===== src/rtl/barcode_rx.sv =====
// rtl/barcode_rx.sv - self-calibrating IR barcode receiver producing an 8-bit station ID
// Optional WAIT_FALL/MEAS watchdog enabled by defining BC_TIMEOUT_EN.
module barcode_rx #(
  parameter int               CNT_W   = 22,
  parameter logic [CNT_W-1:0] TMO_CYC = 22'h3F_FFFF
) (
  input  logic       clk,
  input  logic       rst_n,
  input  logic       BC,
  input  logic       clr_ID_vld,
  output logic [7:0] ID,
  output logic       ID_vld
);

  localparam logic [CNT_W-1:0] CNT_MAX = '1;

  typedef enum logic [1:0] {IDLE, MEAS, WAIT_FALL, SAMPLE} state_t;

  state_t           state, state_nxt;
  logic             bc_m, bc_s, bc_d;
  logic             fall, rise;
  logic [CNT_W-1:0] cnt, cnt_nxt, cnt_inc;
  logic [CNT_W-1:0] period, period_nxt;
  logic [3:0]       bit_cnt, bit_cnt_nxt;
  logic [7:0]       shift, shift_nxt;
  logic             done, done_nxt;
  logic             set_id;

  always_ff @(posedge clk or negedge rst_n) begin
    if (!rst_n) begin
      bc_m <= 1'b1;
      bc_s <= 1'b1;
      bc_d <= 1'b1;
    end else begin
      bc_m <= BC;
      bc_s <= bc_m;
      bc_d <= bc_s;
    end
  end

  assign fall    = bc_d & ~bc_s;
  assign rise    = ~bc_d & bc_s;
  assign cnt_inc = (cnt == CNT_MAX) ? cnt : cnt + 1'b1;

`ifdef BC_TIMEOUT_EN
  logic [CNT_W-1:0] wd, wd_nxt;

  always_ff @(posedge clk or negedge rst_n) begin
    if (!rst_n) wd <= '0;
    else        wd <= wd_nxt;
  end
`else
  logic unused_tmo;
  assign unused_tmo = ^TMO_CYC;
`endif

  always_comb begin
    state_nxt   = state;
    cnt_nxt     = cnt;
    period_nxt  = period;
    bit_cnt_nxt = bit_cnt;
    shift_nxt   = shift;
    done_nxt    = 1'b0;
`ifdef BC_TIMEOUT_EN
    wd_nxt      = fall ? '0 : wd;
`endif
    case (state)
      IDLE: begin
        if (fall) begin
          state_nxt = MEAS;
          cnt_nxt   = CNT_W'(1);
        end
      end
      MEAS: begin
        if (rise) begin
          period_nxt  = cnt;
          bit_cnt_nxt = 4'd0;
          state_nxt   = WAIT_FALL;
        end
`ifdef BC_TIMEOUT_EN
        else if (cnt == CNT_MAX) state_nxt = IDLE;
`endif
        else if (!bc_s) cnt_nxt = cnt_inc;
      end
      WAIT_FALL: begin
        if (fall) begin
          state_nxt = SAMPLE;
          cnt_nxt   = CNT_W'(1);
        end
`ifdef BC_TIMEOUT_EN
        else if (wd == TMO_CYC) state_nxt = IDLE;
        else wd_nxt = wd + 1'b1;
`endif
      end
      SAMPLE: begin
        // Falls before the sample point are glitches inside the bit and are ignored.
        if (cnt == period) begin
          shift_nxt   = {shift[6:0], bc_s};
          bit_cnt_nxt = bit_cnt + 4'd1;
          if (bit_cnt == 4'd7) begin
            state_nxt = IDLE;
            done_nxt  = 1'b1;
          end else begin
            state_nxt = WAIT_FALL;
          end
        end else begin
          cnt_nxt = cnt_inc;
        end
      end
      default: state_nxt = IDLE;
    endcase
  end

  always_ff @(posedge clk or negedge rst_n) begin
    if (!rst_n) begin
      state   <= IDLE;
      cnt     <= '0;
      period  <= '0;
      bit_cnt <= 4'd0;
      shift   <= 8'h00;
      done    <= 1'b0;
    end else begin
      state   <= state_nxt;
      cnt     <= cnt_nxt;
      period  <= period_nxt;
      bit_cnt <= bit_cnt_nxt;
      shift   <= shift_nxt;
      done    <= done_nxt;
    end
  end

  // Station IDs never use the top two bits; anything else is a misread.
  assign set_id = done && (shift[7:6] == 2'b00);

  always_ff @(posedge clk or negedge rst_n) begin
    if (!rst_n) begin
      ID     <= 8'h00;
      ID_vld <= 1'b0;
    end else if (set_id) begin
      ID     <= shift;
      ID_vld <= 1'b1;
    end else if (clr_ID_vld) begin
      ID_vld <= 1'b0;
    end
  end

endmodule

===== config.mk =====
export PLATFORM = sky130hd
export DESIGN_NAME = barcode_rx
export DESIGN_NICKNAME = d
export VERILOG_FILES = /design/src/rtl/barcode_rx.sv
export SDC_FILE = /design/constraint.sdc
export NUM_CORES = 1
export LEC_CHECK = 0
export BUFFER_PORTS_ARGS = -buffer_cell sky130_fd_sc_hd__buf_2
export CAP_MARGIN = 20
export CORE_MARGIN = 3
export CORE_UTILIZATION = 30
export CTS_CLUSTER_SIZE = 20
export DETAILED_ROUTE_END_ITERATION = 16
export GPL_TIMING_DRIVEN = 0
export PLACE_DENSITY_LB_ADDON = 0.2
export SLEW_MARGIN = 20
export SYNTH_ARGS = -nofsm -noshare
export SYNTH_HDL_FRONTEND = slang
export SYNTH_SLANG_ARGS = --single-unit

===== constraint.sdc =====
create_clock -name clk -period 2.8 [get_ports clk]
set_input_delay 0.56 -clock clk [delete_from_list [all_inputs] [get_ports clk]]
set_output_delay 0.56 -clock clk [all_outputs]
set_load 0.02 [all_outputs]

## After elaboration in Yosys (flattened, before gate mapping)

Index checks and enable logic that the tools add are counted.

- Flip-flop bits (word level): 71
- Bits of input ports: 4
- Output and inout bits: 9
- Logic and storage cells: 62

- $add $sub $neg: 2
- Eq/ne operators: 14
- Muxes and demuxes: 20
- Bitwise gates (word level): 4
- Reduce and logical (&&, ||, !) cells: 11

Operators with widths:

| cell | count |
|---|---|
| $mux 22 | 5 |
| $pmux 22 s3 | 1 |
| $add 22x1->22 const B | 1 |
| $eq 22x22->1 | 1 |
| $eq 22x22->1 const B | 1 |
| $ne 2x2->1 const B | 7 |
| $mux 2 | 5 |
| $mux 4 | 2 |
| $pmux 2 s4 | 1 |
| $pmux 4 s2 | 1 |
| $reduce_and 4->1 | 2 |
| $mux 1 | 5 |
| $add 4x1->4 const B | 1 |
| $eq 2x2->1 const B | 2 |
| $eq 4x3->1 const B | 1 |
| $logic_not 2->1 | 2 |
| $reduce_and 2->1 | 2 |
| $reduce_bool 2->1 | 2 |
| $reduce_and 3->1 | 1 |
| $and 1x1->1 | 2 |
| $eq 2x1->1 const B | 1 |
| $ne 2x1->1 const B | 1 |
| $not 1->1 | 2 |
| $reduce_or 2->1 | 1 |
| $logic_and 1x1->1 | 1 |

## Depth between registers and ports, before layout

Gate-level depths: netlist of the first run.

- Depth after elaboration: 5
- Gate-level depth with buffers: 9
- Depth with buffers taken out: 7

## Worst setup path before layout of the first run

OpenSTA, ideal clock, no wires.

- Path type: reg-to-reg
- Start point: register cnt[0]
- End point: register cnt[0]
- Setup time: 0.128 ns
- Arrival: 1.966 ns
- Data required time: 2.672 ns
- Slack: 0.707 ns
- Cell stages (with the launch flop): 9
- Buffers on the path: 1
- Cell sequence: dfrtp_1 > ha_1 > nand3_1 > or3_1 > or3_1 > buf_2 > o21ai_2 > nor2_1 > mux2_1

- Longest elaborated chain between the ends: 5
- Elaborated cells between the ends (all ways): 10
- Those cells by class: 1 x add/sub; 3 x eq/ne; 5 x mux; 1 x reduce/logical

RTL lines:

| item | line | source |
|---|---|---|
| from (decl) | 22 | `logic [CNT_W-1:0] cnt, cnt_nxt, cnt_inc;` |
| from (signal assigned) | 124 | `cnt <= cnt_nxt;` |
| $add 22x1->22 or $eq 22x22->1 (tied branches) | 43 | `assign cnt_inc = (cnt == CNT_MAX) ? cnt : cnt + 1'b1;` |
| $mux 22 | 43 |  |
| $mux 22 | 83 | `else if (!bc_s) cnt_nxt = cnt_inc;` |
| $mux 22 | 75 | `if (rise) begin` |
| $pmux 22 s3 | 67 | `case (state)` |

Several ways; a longest one is shown, not always the timed one. The select of a mux whose other input is x is not followed.
A chain may end at the register's enable or synchronous reset.

## Worst setup path in the final report of the first run

- Start point: register state[0]
- End point: register shift[7]

- Longest elaborated chain between the ends: 2

RTL lines:

| item | line | source |
|---|---|---|
| from (decl) | 19 | `state_t state, state_nxt;` |
| from (signal assigned) | 123 | `state <= state_nxt;` |
| $eq 2x2->1 | 67 |  |
| $reduce_and 2->1 (no source line) | -- |  |
| to (signal assigned) | 127 | `shift <= shift_nxt;` |
| to (decl) | 25 | `logic [7:0] shift, shift_nxt;` |

No other way between the ends.

==> impl_metrics.csv, run 1 <==
group,metric,value,unit
status,status,"completed",
sta,worst_pin_slew,970,ps
sta,setup_ws,147,ps
layout,seq_area,1780,um^2
global_route,grt-ovfl-total,0,
setup_path,crit_required,3020,ps
setup_path,worstSetupEndpointType,"register",
floorplanning,dieHeight,114,um
synthesis,yosysWarnings,0,
clock_tree,cts_inserted_buffers,9,
global_route,grt_max_degree,46,
sta,setup_violations,0,
setup_path,cp.arrival,2870,ps
clock_tree,worstSkewPairLatency,340,ps
place,place_ws,89.6,ps
setup_path,regToRegStartpoint,"state[0]",
route,initialDrtViolationCount,160,
floorplanning,initial_core_util,0.314,
layout,utilization,0.366,
setup_path,critPathMaxFanout,10,
synthesis,yosysSeqAreaShare,0.509,
setup_path,r2r-end,"shift[7]",
synthesis,ys_ff_latch,71,
clock_tree,cts-htree-levels,3,
route,route.detailed.drc,0,
clock_tree,clkSlewWorstSetupHoldPaths,60,ps
sta,period_needed,2650,ps
setup_path,setup.worst_path.class,"reg -> reg",
clock_tree,cts_tree,"built",
floorplanning,num_rows,38,
setup_path,cp-start-kind,"register",
clock_tree,clock-root-buffer,"clkbuf_16",
sta,rsz0062_at_grt,"no",
layout,syn2layout_area_growth,16.4,%
place,dp_hpwl,5670,um
synthesis,synth_area_per_cell,11.0,um^2
layout,nets,349,
power,clockPowerShare,0.327,
sta,min_period_over_period,0.948,
power,total_power,3.56,mW
route,wire_per_inst,17.0,um
synthesis,async_flop_share,1.00,
floorplanning,die_x,114,um
power,swShare,0.354,
floorplanning,design.core.area,11100,um^2
power,internal_power,2.30,mW
synthesis,synth_area,3500,um^2
route,routed_via_density,5.21,
sta,slew_violations,0,
route,first_pass_iters,5,
route,ant_nets,0,
synthesis,synth_cells,319,
route,vias,2543,
floorplanning,pin_count,13,
sta,hold_violations,0,
synthesis,synth_edf_count,0,
min_path,hold_path_class,"in -> async",
power,vdd_drop_max,0.000359,V
synthesis,syn-num-nets,325,
sta,skew,8.86,ps
synthesis,ys_types,44,
job,maxCapViolations,0,
sta,tns,0,ps
clock_tree,post_cts_buffers,0,
floorplanning,die_area,13000,um^2
global_route,antenna_found_initial,0,
route,totalWireLength,8300,um
power,power_density,873,nW/um^2
clock_tree,cts.sinks,71,
clock_tree,clk_path_buf_depth,2,
sta,whs,140,ps
setup_path,rr_worst_depth,7,
sta,fmax,377,MHz
place,routabilityCongestion,0.858,
layout,multi_input_area,1600,um^2
global_route,grt_pass1_vias,2612,
power,p_sw,1.26,mW
power,p_seq_frac,0.364,
layout,n_antenna_cell,0,
sta,slew_headroom,0.348,
layout,fill_cells,1136,
global_route,grt_pass1_wl,13600,um
power,power_leakage,1.99,nW
layout,final_layout_size_suffix_gt1_frac,0.224,
global_route,track_usage,0.135,
setup_path,r2r_setup_slack,150,ps
clock_tree,hold_buffers,0,
place,portBuffers,12,
power,power_frac_comb,0.309,
synthesis,ys.flop_type,"dfrtp_1",
cell usage after synthesis (2+ instances only):
library cell	instances	area, um^2
o21ai_1	5	25.0
o31ai_1	14	105
ha_1	2	25.0
nor3b_1	2	15.0
nor2_1	18	67.6
mux2_2	28	315
and4_1	2	17.5
nor3_1	8	40.0
inv_1	5	18.8
nor4_1	10	62.6
a21o_1	3	22.5
nand4_1	8	50.1
and3_1	3	18.8
or2_1	3	18.8
dfrtp_1	68	1700
a21oi_1	3	15.0
o41ai_1	4	35.0
buf_2	11	55.1
nand3_1	13	65.1
xor2_1	23	201
dfstp_2	3	78.8
nor2b_1	3	18.8
o22a_1	10	87.6
nand2_1	21	78.8
o21ai_0	7	35.0
nor4b_1	2	17.5
mux2_1	9	101
clkbuf_1	9	33.8
o21a_1	4	30.0
or3_1	4	25.0
per-stage QoR:
stage	cell area, um^2	instances
2_1_floorplan	3500	319
3_3_place_gp	3730	471
3_5_place_dp	3770	472
4_1_cts	4070	488
5_1_grt	4070	488
6_report	4070	488
sequential cells by signal, indices dropped and copies added, names as in the netlist:
| name | count |
|---|---|
| shift | 8 |
| bc_m | 1 |
| done | 1 |
| bit_cnt | 4 |
| bc_s | 1 |
| period | 22 |
| cnt | 22 |
| bc_d | 1 |
| ID | 8 |
| state | 2 |
| ID_vld | 1 |
layout make-up:
type / count / area share
Multi-Input combinational cell: 221 / 0.393
Tap cell: 140 / 0.0430
Clock inverter: 6 / 0.0172
Timing Repair Buffer: 13 / 0.0221
Clock buffer: 10 / 0.0562
Inverter: 5 / 0.00461
Buffer: 22 / 0.0264
Sequential cell: 71 / 0.437
power groups by stage:
stage / Sequential [mW] / Clock (mW) / Combinational, mW
after floorplan: 1.32 / 0 / 0.752
after global placement: 1.31 / 0 / 1.08
after detailed placement: 1.32 / 0 / 1.09
after CTS: 1.30 / 1.20 / 1.10
after global routing: 1.32 / 1.23 / 1.21
final: 1.30 / 1.16 / 1.10
layout by cell type (no fill, tap or decap), types with 4 or more instances in the layout:
| cell | instances |
|---|---|
| nor3_1 | 8 |
| o31ai_1 | 14 |
| mux2_1 | 9 |
| o22a_1 | 10 |
| o41ai_1 | 4 |
| o21ai_1 | 4 |
| o21a_1 | 4 |
| dfrtp_1 | 68 |
| buf_2 | 22 |
| inv_1 | 5 |
| xor2_1 | 23 |
| clkbuf_1 | 10 |
| or3_1 | 4 |
| nor2_1 | 18 |
| nor4_1 | 10 |
| clkbuf_16 | 9 |
| nand2_1 | 21 |
| nand3_1 | 13 |
| nand4_1 | 8 |
| mux2_2 | 28 |
| o21ai_0 | 7 |
kinds of logic (layout without fill, tap and decap cells):
logic type      Yosys count  after routing  synth area share
buf+inv                  27             56            0.0361
flops                    71             71             0.509
xor+xnor                 23             23            0.0576
mux                      38             38             0.122
simple gates            101            101             0.151
compound gates           57             57             0.117
fa+ha+maj                 2              2           0.00715
what timing repair did:
action | CTS | global route
setup endpoints to repair | 0 | 4
gates resized for setup | 0 | 1
endpoints found under the hold margin | 0 | 0
worst max-delay path: stages, from the launching register on:
cell and delay (ps):
dfrtp_1 320, clkbuf_1 390, nand2_1 250, nor4_1 300
nand4_1 130, nor2_1 230, clkbuf_1 520, mux2_1 380
layer usage:
layer,GRT usage,vias to the layer above,share of wire
met1,0.183,1259,0.48
met5,0,-,0
met3,0.0324,17,0.043
met2,0.204,56,0.45
li1,-,1211,-
met4,0.0633,0,0.021
worst max path at each step:
stage	slack [ps]	endpoint	from	depth (start not counted)
after floorplan	710	cnt[0]	cnt[0]	8
after global placement	70	cnt[5]	state[0]	7
after detailed placement	90	cnt[5]	state[0]	7
after CTS	70	cnt[5]	state[0]	7
after global routing	20	shift[6]	state[0]	7
final	150	shift[7]	state[0]	7
Power figures use the tool's default switching activity.
==> run 2: changes to the inputs <==
==> constraint.sdc (replaced) <==
create_clock -name clk -period 2.8 [get_ports clk]
set_input_delay 0 -clock clk [delete_from_list [all_inputs] [get_ports clk]]
set_output_delay 0 -clock clk [all_outputs]
set_load 0.02 [all_outputs]
==> run 2 against run 1 <==
Compared with the run above: clock power about the same; combinational power about the same; core utilization up 0.27 points; routed wire length down 0.22%; via count up 0.28%; largest power group unchanged; global-route usage about the same; register-to-register slack worse by 30 ps.
==> impl_metrics.csv, run 2 (synthesized netlist as in run 1, its figures left out) <==
group,metric,value,unit
place,place_area,3770,um^2
layout,final_layout_size_suffix_gt1_frac,0.222,
clock_tree,clkSlewWorstSetupHoldPaths,60,ps
route,totalWireLength,8290,um
place,dp_hpwl,5670,um
min_path,hold_path_class,"in -> async",
layout,nets,352,
clock_tree,cts_tree,"built",
layout,n_antenna_cell,0,
global_route,grt-ovfl-total,0,
place,routabilityCongestion,0.858,
status,status,"completed",
sta,period_needed,2680,ps
setup_path,setup.worst_path.class,"reg -> reg",
clock_tree,clk_path_buf_depth,2,
floorplanning,die_area,13000,um^2
sta,setup_violations,0,
sta,skew,8.19,ps
global_route,grt_pass1_vias,2631,
place,portBuffers,12,
sta,fmax,373,MHz
sta,slew_headroom,0.371,
sta,slew_violations,0,
power,internal_power,2.30,mW
power,power_leakage,2.00,nW
floorplanning,pin_count,13,
setup_path,regToRegStartpoint,"state[0]",
job,maxCapViolations,0,
clock_tree,cts.sinks,71,
power,p_sw,1.26,mW
layout,final_common_cell,"dfrtp_1",
layout,largestRegisters,"cnt: 22 flops, period: 22 flops",
setup_path,cp-start-kind,"register",
sta,hold_violations,0,
clock_tree,post_cts_buffers,0,
sta,tns,0,ps
route,routed_via_density,5.19,
route,wire_per_inst,16.9,um
clock_tree,clock-root-buffer,"clkbuf_16",
power,clockPowerShare,0.326,
floorplanning,design.core.area,11100,um^2
power,p_seq_frac,0.364,
global_route,antenna_found_initial,0,
place,dp_cells,472,
global_route,grt_pass1_wl,13600,um
route,ant_nets,0,
floorplanning,num_rows,38,
layout,fin_cells,491,
global_route,grt_max_degree,46,
layout,mostFrequentLayoutCells,"dfrtp_1 (68), mux2_2 (28), xor2_1 (23)",
floorplanning,dieHeight,114,um
route,vias,2550,
power,swShare,0.354,
route,route.detailed.drc,0,
route,first_pass_iters,4,
clock_tree,cts-htree-levels,3,
sta,worst_pin_slew,937,ps
floorplanning,initial_core_util,0.314,
sta,min_period_over_period,0.958,
power,power_frac_comb,0.310,
setup_path,critPathMaxFanout,10,
global_route,track_usage,0.136,
clock_tree,worstSkewPairLatency,340,ps
floorplanning,die_x,114,um
clock_tree,cts_inserted_buffers,9,
setup_path,r2r-end,"shift[7]",
route,initialDrtViolationCount,134,
sta,rsz0062_at_grt,"no",
setup_path,rr_worst_depth,7,
setup_path,r2r_setup_slack,120,ps
layout,syn2layout_area_growth,17.2,%
power,vdd_drop_max,0.000360,V
setup_path,worstSetupEndpointType,"register",
setup_path,cp.arrival,2900,ps
layout,design_area,4100,um^2
setup_path,crit_required,3010,ps
power,power_density,868,nW/um^2
power,total_power,3.56,mW
[run 2: cell count changes in the layout (fill, tap and decap cells not counted), sizes merged]
cell         before  now
dlygate4sd3       0    3
[run 2: area by class of cell]
cell class | instances | area (um^2)
clock inverter | 6 | 70.1
buffer | 22 | 108
timing repair buffer | 16 | 120
fill | 1135 | 7020
inverter | 5 | 18.8
tap | 140 | 175
sequential | 71 | 1780
clock buffer | 10 | 229
multi-input combinational | 221 | 1600
[run 2: power groups by stage]
stage / clock (mW) / combinational, mW / sequential (mW)
finish: 1.16 / 1.10 / 1.30
global route: 1.23 / 1.21 / 1.32
CTS: 1.20 / 1.10 / 1.30
detailed placement: 0 / 1.09 / 1.32
global placement: 0 / 1.08 / 1.31
floorplan: 0 / 0.752 / 1.32
[run 2: repair_timing]
item	4_1_cts	5_1_grt
hold endpoints to repair	70	0
hold buffers	3	0
setup endpoints to repair	0	4
gates resized for setup	0	1
[run 2: routing by layer]
metal / GRT usage / wire length (um) / vias to the layer above
met5: 0 / 0 / -
met4: 0.0657 / 163 / 0
met3: 0.0329 / 301 / 15
met2: 0.203 / 3750 / 44
met1: 0.183 / 4070 / 1273
li1: - / - / 1218
[run 2: how the worst max path moves through the flow]
stage,start,to,slack [ps]
floorplan,cnt[0],cnt[0],710
global placement,state[0],cnt[5],70
detailed placement,state[0],cnt[5],90
CTS,state[0],cnt[5],70
global route,state[0],shift[6],20
finish,state[0],shift[7],120
[run 2: critical path, stage by stage, from the launching register on]
cell,delay [ps]
dfrtp_1,320
clkbuf_1,400
nand2_1,250
nor4_1,310
nand4_1,130
nor2_1,230
clkbuf_1,540
mux2_1,390
[run 2: stage by stage]
stage | hold slack [ps] | setup slack [ps] | utilization
after floorplan | -296 | 707 | -
after global placement | 107 | 72.2 | 0.336
after detailed placement | -35.3 | 89.6 | 0.339
after CTS | 140 | 73.5 | 0.368
after global routing | 165 | 24.0 | 0.369
final | 128 | 118 | 0.369
==> run 3: changes to the inputs <==
==> constraint.sdc (replaced) <==
create_clock -name clk -period 2.26 [get_ports clk]
set_input_delay 0 -clock clk [delete_from_list [all_inputs] [get_ports clk]]
set_output_delay 0 -clock clk [all_outputs]
set_load 0.02 [all_outputs]
==> run 3 against run 2 <==
Compared with the run above: core utilization increased by 1.1 points; design area up 3.0%; clock skew increased by 0.64 ps; routed wire length is 1.9% higher; final cell count up 0.20%; via count grew 1.1%; die area is the same; count of clock-buffer cells in the layout unchanged; sequential power is 28% higher; critical path type unchanged; largest cell class unchanged; highest routed layer unchanged.
==> impl_metrics.csv, run 3 (synthesized netlist as in run 1, its figures left out) <==
group,metric,value,unit
min_path,hold_path_class,"in -> async",
setup_path,cp-start-kind,"register",
sta,min_period_over_period,0.977,
layout,fill_cells,1122,
layout,final_layout_size_suffix_gt1_frac,0.281,
power,total_power,4.63,mW
clock_tree,worstSkewPairLatency,340,ps
floorplanning,pin_count,13,
setup_path,cp.arrival,2420,ps
global_route,antenna_found_initial,0,
floorplanning,num_rows,38,
route,first_pass_iters,4,
job,maxCapViolations,0,
route,vias,2577,
layout,largestRegisters,"cnt: 22 flops, period: 22 flops",
power,vdd_drop_max,0.000460,V
route,routed_via_density,5.24,
power,power_density,1100,nW/um^2
layout,syn2layout_area_growth,20.7,%
sta,skew,8.83,ps
route,wire_per_inst,17.2,um
floorplanning,initial_core_util,0.314,
layout,design_area,4220,um^2
layout,nets,353,
sta,period_needed,2210,ps
route,ant_nets,0,
global_route,grt_max_degree,46,
setup_path,cp_cell_sequence,"buf_4, xor2_1, nor4_1, nand4_1, nor2_2, buf_2, mux2_1",
global_route,grt-ovfl-total,0,
sta,whs,126,ps
global_route,grt_pass1_wl,13700,um
clock_tree,clock-root-buffer,"clkbuf_16",
sta,rsz0062_at_grt,"yes",
clock_tree,clk_path_buf_depth,2,
layout,n_antenna_cell,0,
sta,slew_headroom,0.565,
setup_path,path_buf_inv,2,
sta,tns,0,ps
setup_path,max_stage_delay,410,ps
floorplanning,dieHeight,114,um
setup_path,crit_path_top_delay_cell,"dfrtp_1",
clock_tree,cts-htree-levels,3,
layout,final_common_cell,"dfrtp_1",
place,place_area,3770,um^2
place,dp_hpwl,5670,um
global_route,track_usage,0.136,
route,totalWireLength,8450,um
sta,setup_violations,0,
global_route,grt_pass1_vias,2629,
power,power_leakage,2.06,nW
setup_path,critPathMaxFanout,10,
setup_path,crit_required,2480,ps
sta,slew_violations,0,
place,place_ws,-450,ps
clock_tree,clkSlewWorstSetupHoldPaths,60,ps
clock_tree,cts_inserted_buffers,9,
setup_path,setup.worst_path.class,"reg -> reg",
sta,worst_pin_slew,649,ps
setup_path,crit_family,"simple AND/OR/NAND/NOR gates",
sta,setup_ws,51.7,ps
clock_tree,cts.sinks,71,
place,routabilityCongestion,0.858,
floorplanning,design.core.area,11100,um^2
status,status,"completed",
floorplanning,die_area,13000,um^2
route,initialDrtViolationCount,187,
sta,hold_violations,0,
route,route.detailed.drc,0,
setup_path,worstSetupEndpointType,"register",
sta,fmax,453,MHz
floorplanning,die_x,114,um
layout,mostFrequentLayoutCells,"dfrtp_1 (65), mux2_2 (28), xor2_1 (23)",
clock_tree,cts_tree,"built",
place,portBuffers,12,
[run 3: path summary, 6_finish.rpt]
check	slack (ps)	from	depth (start not counted)	endpoint
min	130	rst_n	2	cnt[3]
max in group asynchronous	1520	rst_n	3	bc_m
min in group clk	300	BC	2	bc_m
max reg2reg	50	cnt[1]	7	shift[7]
max	50	cnt[1]	7	shift[7]
min reg2reg	360	bc_m	0	bc_s
[run 3: worst register-to-register path, cell delays in order, from the launching register on]
cell and delay (ps):
dfrtp_1 410, buf_4 170, xor2_1 180, nor4_1 310, nand4_1 160, nor2_2 200, buf_2 310, mux2_1 360
[run 3: where the power goes]
group / internal, mW / switching, mW
clock network: 0.863 / 0.579
registers: 1.48 / 0.178
logic: 0.651 / 0.880
total: 2.99 / 1.64
[run 3: area by class of cell]
cell class                 instances  area (um^2)  share of cell area
clock inverter                     6         70.1              0.0166
clock buffer                      10          229              0.0542
tap                              140          175              0.0415
multi-input combinational        221         1670               0.395
timing repair buffer              23          173              0.0409
sequential                        71         1780               0.422
inverter                           5         18.8             0.00444
buffer                            16          106              0.0252
[run 3: repair_timing]
action / CTS / global route
hold endpoints to repair: 70 / 0
gates resized for setup: 10 / 20
endpoints found under the setup margin: 54 / 34
hold buffers: 3 / 0
setup buffers: 2 / 5
pin swaps: 0 / 4
[run 3: routing by layer]
metal,wire length (um),global-route usage,vias up
li1,-,-,1219
met1,4050,0.185,1291
met2,3860,0.203,50
met3,336,0.0329,17
met4,199,0.0673,0
met5,0,0,-
[run 3: stage by stage]
stage | util | instances
2_1_floorplan | - | 319
6_report | 0.380 | 492
5_1_grt | 0.380 | 492
4_1_cts | 0.372 | 490
3_5_place_dp | 0.339 | 472
3_3_place_gp | 0.336 | 471
